`src/rtl/tree_sum_accumulator_if.sv`:
```
// Stream, configuration and result handshake bundle for tree_sum_accumulator.
// master drives beats/config/ready; slave is the accumulator itself.
interface tree_sum_accumulator_if #(
    parameter int IN_WIDTH  = 35,
    parameter int OUT_WIDTH = 32,
    parameter int LEN_WIDTH = 16
);
    logic                        i_valid;
    logic signed [IN_WIDTH-1:0]  i_sum;
    logic                        i_clear;
    logic [LEN_WIDTH-1:0]        cfg_len;
    logic [5:0]                  cfg_shift;
    logic signed [OUT_WIDTH-1:0] o_data;
    logic                        o_valid;
    logic                        o_sat;
    logic                        i_ready;
    logic                        o_busy;
    logic                        o_drop;

    modport master (
        output i_valid, i_sum, i_clear, cfg_len, cfg_shift, i_ready,
        input  o_data, o_valid, o_sat, o_busy, o_drop
    );

    modport slave (
        input  i_valid, i_sum, i_clear, cfg_len, cfg_shift, i_ready,
        output o_data, o_valid, o_sat, o_busy, o_drop
    );
endinterface

```
`src/rtl/tree_sum_accumulator.sv`:
```
// Accumulates groups of signed adder-tree sums, then shifts, saturates and presents one result.
// Optional macro TREE_ACC_ROUND_EN switches the final shift from floor to round-half-up.
module tree_sum_accumulator #(
    parameter int IN_WIDTH  = 35,
    parameter int ACC_WIDTH = 48,
    parameter int OUT_WIDTH = 32,
    parameter int LEN_WIDTH = 16
) (
    input logic                    clk,
    input logic                    rst_n,
    tree_sum_accumulator_if.slave  bus
);
    localparam int ACC_EXT = ACC_WIDTH + 1;
    localparam int UPPER_W = ACC_EXT - OUT_WIDTH + 1;

    typedef enum logic [1:0] {StIdle, StAccum, StFlush} state_e;

    state_e                      state_q, state_d;
    logic [LEN_WIDTH-1:0]        len_q, len_d;
    logic [LEN_WIDTH-1:0]        cnt_q, cnt_d;
    logic [5:0]                  shift_q, shift_d;
    logic signed [ACC_WIDTH-1:0] acc_q, acc_d;

    logic signed [ACC_WIDTH-1:0] sum_ext;
    logic [LEN_WIDTH-1:0]        len_eff;
    logic [LEN_WIDTH-1:0]        cnt_inc;
    logic                        flush_fire;

    // One-cycle staging register between FLUSH and the output holding register
    logic signed [OUT_WIDTH-1:0] res_q, res_d;
    logic                        res_sat_q, res_sat_d;
    logic                        res_vld_q, res_vld_d;

    logic signed [OUT_WIDTH-1:0] data_q, data_d;
    logic                        sat_q, sat_d;
    logic                        valid_q, valid_d;
    logic                        drop_q, drop_d;

    logic signed [ACC_EXT-1:0]   acc_ext;
    logic signed [ACC_EXT-1:0]   shifted;
    logic [UPPER_W-1:0]          upper;
    logic                        clip;
    logic signed [OUT_WIDTH-1:0] sat_val;
`ifdef TREE_ACC_ROUND_EN
    logic signed [ACC_EXT-1:0]   rnd_add;
`endif

    always_comb begin
        sum_ext = ACC_WIDTH'(bus.i_sum);
        len_eff = (bus.cfg_len == '0) ? LEN_WIDTH'(1) : bus.cfg_len;
        cnt_inc = cnt_q + LEN_WIDTH'(1);
    end

    always_comb begin
        state_d = state_q;
        len_d   = len_q;
        cnt_d   = cnt_q;
        shift_d = shift_q;
        acc_d   = acc_q;
        if (bus.i_clear) begin
            state_d = StIdle;
            acc_d   = '0;
            cnt_d   = '0;
        end else begin
            case (state_q)
                StIdle, StFlush: begin
                    if (bus.i_valid) begin
                        // A beat during FLUSH opens the next group with no bubble
                        len_d   = len_eff;
                        shift_d = bus.cfg_shift;
                        acc_d   = sum_ext;
                        cnt_d   = LEN_WIDTH'(1);
                        state_d = (len_eff == LEN_WIDTH'(1)) ? StFlush : StAccum;
                    end else begin
                        state_d = StIdle;
                    end
                end
                StAccum: begin
                    if (bus.i_valid) begin
                        acc_d = acc_q + sum_ext;
                        cnt_d = cnt_inc;
                        if (cnt_inc == len_q) begin
                            state_d = StFlush;
                        end
                    end
                end
                default: state_d = StIdle;
            endcase
        end
    end

    always_comb begin
        acc_ext = $signed({acc_q[ACC_WIDTH-1], acc_q});
`ifdef TREE_ACC_ROUND_EN
        rnd_add = '0;
        if (shift_q != 6'd0) begin
            rnd_add = ACC_EXT'(1) << (shift_q - 6'd1);
        end
        // Beyond ACC_WIDTH the rounded value is always in [0, 2^shift), so it shifts to zero
        if (int'(shift_q) > ACC_WIDTH) begin
            shifted = '0;
        end else begin
            shifted = (acc_ext + rnd_add) >>> shift_q;
        end
`else
        shifted = acc_ext >>> shift_q;
`endif
        upper = shifted[ACC_EXT-1:OUT_WIDTH-1];
        clip  = !((&upper) || (~|upper));
        if (clip) begin
            sat_val = shifted[ACC_EXT-1] ? {1'b1, {(OUT_WIDTH-1){1'b0}}}
                                         : {1'b0, {(OUT_WIDTH-1){1'b1}}};
        end else begin
            sat_val = shifted[OUT_WIDTH-1:0];
        end
    end

    assign flush_fire = (state_q == StFlush) && !bus.i_clear;

    always_comb begin
        res_vld_d = flush_fire;
        res_d     = flush_fire ? sat_val : res_q;
        res_sat_d = flush_fire ? clip : res_sat_q;
    end

    always_comb begin
        data_d  = data_q;
        sat_d   = sat_q;
        valid_d = valid_q;
        drop_d  = drop_q;
        if (valid_q && bus.i_ready) begin
            valid_d = 1'b0;
        end
        if (res_vld_q) begin
            // A held, unaccepted result wins; the newcomer is lost and flagged
            if (valid_q && !bus.i_ready) begin
                drop_d = 1'b1;
            end else begin
                data_d  = res_q;
                sat_d   = res_sat_q;
                valid_d = 1'b1;
            end
        end
    end

    always_ff @(posedge clk) begin
        if (!rst_n) begin
            state_q   <= StIdle;
            len_q     <= '0;
            cnt_q     <= '0;
            shift_q   <= '0;
            acc_q     <= '0;
            res_q     <= '0;
            res_sat_q <= 1'b0;
            res_vld_q <= 1'b0;
            data_q    <= '0;
            sat_q     <= 1'b0;
            valid_q   <= 1'b0;
            drop_q    <= 1'b0;
        end else begin
            state_q   <= state_d;
            len_q     <= len_d;
            cnt_q     <= cnt_d;
            shift_q   <= shift_d;
            acc_q     <= acc_d;
            res_q     <= res_d;
            res_sat_q <= res_sat_d;
            res_vld_q <= res_vld_d;
            data_q    <= data_d;
            sat_q     <= sat_d;
            valid_q   <= valid_d;
            drop_q    <= drop_d;
        end
    end

    assign bus.o_data  = data_q;
    assign bus.o_sat   = sat_q;
    assign bus.o_valid = valid_q;
    assign bus.o_drop  = drop_q;
    assign bus.o_busy  = (state_q != StIdle);

endmodule

```
`src/flat_wrapper.sv`:
```
// flat-port wrapper written by rule: the top's interface ports become plain ports
module tree_sum_accumulator_flat 
#(
    parameter int IN_WIDTH  = 35,
    parameter int ACC_WIDTH = 48,
    parameter int OUT_WIDTH = 32,
    parameter int LEN_WIDTH = 16
)
  (clk, rst_n, bus_i_valid, bus_i_sum, bus_i_clear, bus_cfg_len, bus_cfg_shift, bus_i_ready, bus_o_data, bus_o_valid, bus_o_sat, bus_o_busy, bus_o_drop);
  tree_sum_accumulator_if #(.IN_WIDTH(IN_WIDTH), .OUT_WIDTH(OUT_WIDTH), .LEN_WIDTH(LEN_WIDTH)) bus_i ();
  input logic clk;
  input logic rst_n;
  input wire logic [$bits(bus_i.i_valid)-1:0] bus_i_valid;
  input wire logic [$bits(bus_i.i_sum)-1:0] bus_i_sum;
  input wire logic [$bits(bus_i.i_clear)-1:0] bus_i_clear;
  input wire logic [$bits(bus_i.cfg_len)-1:0] bus_cfg_len;
  input wire logic [$bits(bus_i.cfg_shift)-1:0] bus_cfg_shift;
  input wire logic [$bits(bus_i.i_ready)-1:0] bus_i_ready;
  output wire logic [$bits(bus_i.o_data)-1:0] bus_o_data;
  output wire logic [$bits(bus_i.o_valid)-1:0] bus_o_valid;
  output wire logic [$bits(bus_i.o_sat)-1:0] bus_o_sat;
  output wire logic [$bits(bus_i.o_busy)-1:0] bus_o_busy;
  output wire logic [$bits(bus_i.o_drop)-1:0] bus_o_drop;
  assign bus_i.i_valid = bus_i_valid;
  assign bus_i.i_sum = bus_i_sum;
  assign bus_i.i_clear = bus_i_clear;
  assign bus_i.cfg_len = bus_cfg_len;
  assign bus_i.cfg_shift = bus_cfg_shift;
  assign bus_i.i_ready = bus_i_ready;
  assign bus_o_data = bus_i.o_data;
  assign bus_o_valid = bus_i.o_valid;
  assign bus_o_sat = bus_i.o_sat;
  assign bus_o_busy = bus_i.o_busy;
  assign bus_o_drop = bus_i.o_drop;
  tree_sum_accumulator #(.IN_WIDTH(IN_WIDTH), .ACC_WIDTH(ACC_WIDTH), .OUT_WIDTH(OUT_WIDTH), .LEN_WIDTH(LEN_WIDTH)) u_core (.clk(clk), .rst_n(rst_n), .bus(bus_i));
endmodule
```
`config.mk`:
```
export PLATFORM = sky130hd
export DESIGN_NAME = tree_sum_accumulator_flat
export DESIGN_NICKNAME = d
export VERILOG_FILES = /design/src/rtl/tree_sum_accumulator_if.sv /design/src/rtl/tree_sum_accumulator.sv /design/src/flat_wrapper.sv
export SDC_FILE = /design/constraint.sdc
export NUM_CORES = 1
export LEC_CHECK = 0
export CAP_MARGIN = 25
export CORE_UTILIZATION = 45
export CTS_CLUSTER_SIZE = 10
export DETAILED_ROUTE_END_ITERATION = 7
export PLACE_DENSITY = 0.72
export SLEW_MARGIN = 20
export SYNTH_ARGS = -nofsm -noshare
export SYNTH_HDL_FRONTEND = slang
export SYNTH_SLANG_ARGS = --single-unit
```
`constraint.sdc`:
```
create_clock -name clk -period 4.1 [get_ports clk]
set_clock_uncertainty 0.2 [all_clocks]
set_input_delay 0.615 -clock clk [delete_from_list [all_inputs] [get_ports clk]]
set_output_delay 0.615 -clock clk [all_outputs]
set_load 0.005 [all_outputs]
```
==> impl_metrics.env, run 1 <==
export IMPL_max_slew_margin_rel_pct=35.60
export IMPL_cp_end_kind="register"
export IMPL_die_area_mm2=0.02726
export IMPL_drtPass1Iterations=6
export IMPL_cap_violations=0
export IMPL_finalWorstSetupSlack_ps=269.4
export IMPL_syn_area_per_cell_um2=7.636
export IMPL_syn2layout_area_growth_pct=15.49
export IMPL_synth_xor_area_share_pct=4.462
export IMPL_path_clk_slew_ps=80
export IMPL_final_util_pct=53.06
export IMPL_grt_pass1_wl_um=54120
export IMPL_muxShareOfSynthArea_pct=11.83
export IMPL_cts_root_buf="clkbuf_16"
export IMPL_portBuffers=97
export IMPL_synth_nets=1679
export IMPL_post_cts_setup_buffers=0
export IMPL_grt_total_usage_pct=24.82
export IMPL_core_area_mm2=0.02606
export IMPL_synth_area_leaders="dfxtp_1 26%, nand2_1 9.1%, mux4_2 6.8%"
export IMPL_gp_congestion=0.9504
export IMPL_ys_ff_latch=157
export IMPL_nFillCells=2465
export IMPL_synthCells=1568
export IMPL_cts_made_buffers=17
export IMPL_route_detailed_drc=0
export IMPL_layout_nets=1724
export IMPL_power_density_mw_per_mm2=297.2
export IMPL_die_x_um=165.1
export IMPL_grt_max_degree=76
export IMPL_postCtsHoldBufs=0
export IMPL_synthFlopType="dfxtp_1"
export IMPL_ys_warn_count=0
export IMPL_leakage_nw=5.272
export IMPL_num_vias=11680
export IMPL_post_dp_hpwl_um=24590
export IMPL_crit_fanout=3
export IMPL_setup_violations=0
export IMPL_yosysTopAreaCell="dfxtp_1"
export IMPL_timing_final_crit_share_pct=93.43
export IMPL_diodes=0
export IMPL_outcome="finished, final reports clean"
export IMPL_cts_tree="yes"
export IMPL_hold_viol=0
export IMPL_ys_seq_area_share_pct=26.25
export IMPL_detail_route_iter0_violations=1135
export IMPL_maxSlewViolCount=0
export IMPL_setup_worst_path_start_class="input pin"
export IMPL_final_antenna_net_count=0
export IMPL_synth_compound_area_share_pct=25.99
export IMPL_ys_types=70
export IMPL_rrSetupSlack_ps=400
export IMPL_antenna_found_initial=0
export IMPL_synthesis_area_mm2=0.01197
export IMPL_via_per_inst=5.955
export IMPL_dieHeight_um=165.1
export IMPL_drive_gt1_share_pct=9.287
export IMPL_drt_wl_total_um=33300
export IMPL_synthSimpleGateAreaFrac_pct=21.45
export IMPL_holdCritPathClass="register to register"
export IMPL_worstMarginPinSlew_ps=965.5
export IMPL_synth_top_area_share_pct=26.25
export IMPL_clk_latency_ps=450
export IMPL_synthAdderAreaFrac_pct=5.183
export IMPL_rows=59
export IMPL_synth_top_family_by_area="compound AO/OA/AOI/OAI gates"
export IMPL_post_place_ws_ps=-160.1
export IMPL_cts_sinks=157
export IMPL_clockBufferDepth=2
export IMPL_layout_min_cycle_time_ps=3831
export IMPL_avgRoutedWirePerCell_um=16.98
export IMPL_start_util_pct=45.95
export IMPL_rsz0062_at_grt="false"
export IMPL_ir_worst_vdd_mv=0.2306
export IMPL_grt_overflow=0
export IMPL_postSynth_asyncResetShare_pct=0
export IMPL_critical_path_class="input pin to register"
export IMPL_arrival_ps=3950
export IMPL_worstPathRequired_ps=4220
export IMPL_post_cts_resized=0
export IMPL_io_pins=98
export IMPL_grt_pass1_vias=10490
export IMPL_synth_edf_count=0
export IMPL_fmax_mhz=261.1
export IMPL_htree_levels=4
-- synth_stat cells (5+ instances only) --
| cell type | instances |
|---|---|
| nand2_1 | 289 |
| dfxtp_1 | 157 |
| nor2_1 | 157 |
| a21oi_1 | 124 |
| clkbuf_1 | 88 |
| o21ai_0 | 85 |
| a21boi_0 | 51 |
| ha_1 | 48 |
| mux2i_1 | 47 |
| xnor2_1 | 47 |
| mux4_2 | 36 |
| a211oi_1 | 30 |
| nor3_1 | 27 |
| a21o_1 | 26 |
| a31oi_1 | 24 |
| o22ai_1 | 23 |
| a311oi_1 | 22 |
| inv_1 | 20 |
| nor2b_1 | 18 |
| nand3_1 | 17 |
| a22oi_1 | 15 |
| and3_1 | 15 |
| xor2_1 | 14 |
| nand2b_1 | 13 |
| buf_2 | 12 |
| nand4_1 | 12 |
| and2_1 | 10 |
| mux2_2 | 10 |
| buf_1 | 9 |
| o211ai_1 | 9 |
| o21a_1 | 8 |
| o21bai_1 | 8 |
| o221ai_1 | 8 |
| or3_1 | 8 |
| nor4_1 | 6 |
| and4_1 | 5 |
| buf_6 | 5 |
| o21ai_1 | 5 |
-- layout by cell type (no fill, tap or decap), types with 17 or more instances in the layout --
cell | Yosys | routed
nand2_1 | 289 | 289
nor2_1 | 157 | 157
dfxtp_1 | 157 | 153
a21oi_1 | 124 | 124
clkdlybuf4s50_1 | 0 | 96
o21ai_0 | 85 | 85
a21boi_0 | 51 | 51
ha_1 | 48 | 48
mux2i_1 | 47 | 47
xnor2_1 | 47 | 47
buf_4 | 0 | 44
mux4_2 | 36 | 36
a211oi_1 | 30 | 30
nor3_1 | 27 | 27
a21o_1 | 26 | 26
a31oi_1 | 24 | 24
o22ai_1 | 23 | 23
a311oi_1 | 22 | 22
inv_1 | 20 | 20
nand3_1 | 17 | 17
clkbuf_16 | 0 | 17
-- per-layer routing --
metal  vias up  GRT usage [%]  part of all wire, %
met5         -              0                    0
met2       398          38.49                   45
met4         0          7.590                  2.0
li1       5774              -                    -
met1      5461          35.17                   46
met3        44          3.846                  6.2
-- where the power goes --
| group | total [mW] | switching [mW] | internal (mW) |
|---|---|---|---|
| combinational | 0.838 | 0.475 | 0.363 |
| sequential | 1.62 | 0.0615 | 1.56 |
| clock | 1.65 | 0.820 | 0.834 |
| total | 4.11 | 1.36 | 2.75 |
-- stage by stage --
stage          cells  hold slack (ps)  TNS, ps  cell area (um2)  power, mW
2_1_floorplan   1568            237.8        0            11970      2.217
3_3_place_gp    1929            251.1   -229.4            13210      2.463
3_5_place_dp    1929            256.5   -403.8            13210      2.472
4_1_cts         1961            267.7        0            13830      4.121
5_1_grt         1961            281.1        0            13830      4.292
6_report        1961            262.7        0            13830      4.109
-- worst paths after layout --
kind | from | endpoint | cells past startpoint
worst max-delay path | bus_i_sum[0] | u_core.acc_q[46] | 14
worst min register to register | u_core.bus.o_data[17] | u_core.bus.o_data[17] | 2
worst max register to register | u_core.shift_q[0] | u_core.res_q[16] | 10
worst min-delay path | u_core.bus.o_data[17] | u_core.bus.o_data[17] | 2
-- sequential cells by signal (all words and copies together), names as in the netlist --
signal	flops
u_core.acc_q	48
u_core.bus.o_data	32
u_core.res_q	32
u_core.cnt_q	16
u_core.len_q	16
u_core.shift_q	6
u_core.state_q	2
u_core.bus.o_drop	1
u_core.bus.o_sat	1
u_core.bus.o_valid	1
u_core.res_sat_q	1
u_core.res_vld_q	1
-- cell families after synthesis --
group	Yosys count
mux	94
compound gates	477
fa+ha+maj	49
flops	157
simple gates	593
buf+inv	137
xor+xnor	61
-- final cells by class --
type	count	area [um2]	share of cell area [%]
clock buffers	17	425.4	3.077
clock inverters	15	190.2	1.375
inverters	22	82.58	0.5972
multi-input cells	1274	8265	59.78
flip-flops and latches	157	3148	22.77
well taps	335	419.2	3.031
repair buffers	141	1296	9.375
-- worst max-delay path: stages --
cell             delay [ps]
clkdlybuf4s50_1         490
ha_1                    180
inv_1                    60
fa_1                    380
nand2b_1                180
a211oi_1                300
o211a_1                 240
o2111a_1                220
o21ai_0                 150
nand2_1                 140
a31oi_1                 140
o31a_1                  340
nand3_1                  80
or3b_2                  430
Power figures use the tool's default switching activity.
==> run 2, diff against run 1 <==
PLACE_DENSITY = default   (was 0.72)
==> run 2 against run 1 <==
  * Clock power is essentially flat
  * Highest routed layer unchanged
  * Critical path depth is the same
  * Register-to-register slack gained 40 ps
  * Sequential share of layout area shrank 0.11 points
  * Utilization grew 0.27 points
  * Hold slack lost 1.6 ps
  * Via count shrank 1.5%
  * Non-clock buffer count grew 9
  * Largest power group unchanged
  * Final area grew 0.51%
==> impl_metrics.env, run 2 (same netlist as run 1, synthesis figures left out) <==
export IMPL_whs_ps=261.1
export IMPL_setup_worst_path_start_class="input pin"
export IMPL_grt_pass1_vias=10160
export IMPL_layout_cells_most_common="nand2_1"
export IMPL_nFillCells=2527
export IMPL_comb_power_share_pct=20.5
export IMPL_diodes=0
export IMPL_dr_max_layer_used="met4"
export IMPL_gp_congestion=0.9143
export IMPL_clockPowerShare_pct=40.1
export IMPL_max_slew_margin_rel_pct=36.69
export IMPL_clk_latency_ps=440
export IMPL_grt_max_degree=59
export IMPL_finalWorstSetupSlack_ps=246.2
export IMPL_fmax_mhz=259.5
export IMPL_cts_sinks=157
export IMPL_num_vias=11500
export IMPL_grt_overflow=0
export IMPL_arrival_ps=4010
export IMPL_portBuffers=97
export IMPL_grt_pass1_wl_um=54930
export IMPL_rows=59
export IMPL_post_cts_setup_buffers=0
export IMPL_cts_made_buffers=17
export IMPL_syn2layout_area_growth_pct=16.07
export IMPL_setup_violations=0
export IMPL_route_detailed_drc=0
export IMPL_rsz0062_at_grt="false"
export IMPL_timing_final_crit_share_pct=94.00
export IMPL_crit_chain="clkdlybuf4s50_1, buf_4, ha_1, a211oi_1, o21ai_1, o21ai_0, buf_4, o21ai_1, a31oi_1, o21ai_1, a21oi_1, a311o_1, mux2_2, nor3_1"
export IMPL_final_antenna_net_count=0
export IMPL_grt_total_usage_pct=25.45
export IMPL_die_area_mm2=0.02726
export IMPL_outcome="finished, final reports clean"
export IMPL_cts_tree="yes"
export IMPL_drive_gt1_share_pct=9.847
export IMPL_largest_reg_flops=48
export IMPL_worstPathRequired_ps=4260
export IMPL_regMostFlops="u_core.acc_q"
export IMPL_avgRoutedWirePerCell_um=17.41
export IMPL_detail_route_iter0_violations=885
export IMPL_rrSetupSlack_ps=440
export IMPL_tns_ps=0
export IMPL_htree_levels=4
export IMPL_power_density_mw_per_mm2=295.9
export IMPL_maxSlewViolCount=0
export IMPL_critPathBufInv=3
export IMPL_crit_fanout=5
export IMPL_drt_wl_total_um=34300
export IMPL_io_pins=98
export IMPL_wl_met2_um=15720
export IMPL_leakage_nw=5.315
export IMPL_layout_min_cycle_time_ps=3854
export IMPL_drt_met1_wl_um=16750
export IMPL_worstMarginPinSlew_ps=949.6
export IMPL_intPower_mw=2.753
export IMPL_p_sw_share_pct=33.04
export IMPL_path_clk_slew_ps=70
export IMPL_cp_slowest_stage_delay_ps=430
export IMPL_ir_worst_vdd_mv=0.2349
export IMPL_antenna_found_initial=0
export IMPL_via_per_inst=5.840
export IMPL_cp_end_kind="register"
export IMPL_seqPwrFrac_pct=39.4
export IMPL_critical_path_class="input pin to register"
export IMPL_post_place_ws_ps=-204.5
export IMPL_start_util_pct=45.95
export IMPL_met3_wirelength_um=1455
export IMPL_cpLargestDelayFamily="compound AO/OA/AOI/OAI gates"
export IMPL_hold_viol=0
export IMPL_worst_path_max_delay_cell="clkdlybuf4s50_1"
export IMPL_drtPass1Iterations=7
export IMPL_switchingPower_mw=1.359
export IMPL_post_dp_hpwl_um=25600
export IMPL_dieHeight_um=165.1
export IMPL_clockBufferDepth=2
export IMPL_cts_root_buf="clkbuf_16"
export IMPL_die_x_um=165.1
export IMPL_core_area_mm2=0.02606
export IMPL_holdCritPathClass="register to register"
export IMPL_cap_violations=0
export IMPL_layout_common_cells="289 x nand2_1, 157 x nor2_1, 153 x dfxtp_1, 124 x a21oi_1, 96 x clkdlybuf4s50_1"
export IMPL_layout_nets=1733
export IMPL_critical_path_most_common_cell="o21ai_1"
## run 2: metal layers
layer / track usage [%] / vias up
li1: - / 5804
met1: 36.70 / 5385
met2: 40.64 / 284
met3: 2.473 / 31
met4: 5.880 / 0
met5: 0 / -
## run 2: final timing paths
| check | cells past startpoint | start | to |
|---|---|---|---|
| max reg2reg | 9 | u_core.shift_q[2] | u_core.res_q[16] |
| min reg2reg | 2 | u_core.bus.o_data[13] | u_core.bus.o_data[13] |
| min | 2 | u_core.bus.o_data[13] | u_core.bus.o_data[13] |
| max | 14 | bus_i_sum[1] | u_core.acc_q[47] |
## run 2: final cells by class
class	instances	area (um2)	share of cell area [%]
multi-input combinational	1274	8270	59.51
sequential	157	3148	22.65
clock inverter	15	187.7	1.350
clock buffer	17	425.4	3.061
tap	335	419.2	3.016
inverter	22	82.58	0.5942
timing repair buffer	150	1364	9.814
## run 2: repair_timing
action,in CTS,in global routing
gates resized for setup,0,1
hold buffers,0,0
endpoints found under the setup margin,0,3
## run 2: worst min-delay path, stage by stage, from the launching register on
cell and delay [ps]:
dfxtp_1 310, nand2_1 40, a21boi_0 60
## run 2: power groups by stage
| stage | registers [mW] | logic (mW) | clock network [mW] |
|---|---|---|---|
| after floorplan | 1.62 | 0.601 | 0 |
| after global placement | 1.65 | 0.829 | 0 |
| after detailed placement | 1.65 | 0.833 | 0 |
| after CTS | 1.62 | 0.838 | 1.68 |
| after global routing | 1.62 | 0.925 | 1.73 |
| final | 1.62 | 0.844 | 1.65 |
## run 2: through the flow
step / std cells / total power [mW] / utilization, % / area [um2]
finish: 1970 / 4.112 / 53.33 / 13900
CTS: 1970 / 4.133 / 53.31 / 13890
floorplan: 1568 / 2.217 / - / 11970
global placement: 1938 / 2.480 / 50.96 / 13280
detailed placement: 1938 / 2.486 / 50.96 / 13280
global route: 1970 / 4.284 / 53.33 / 13900
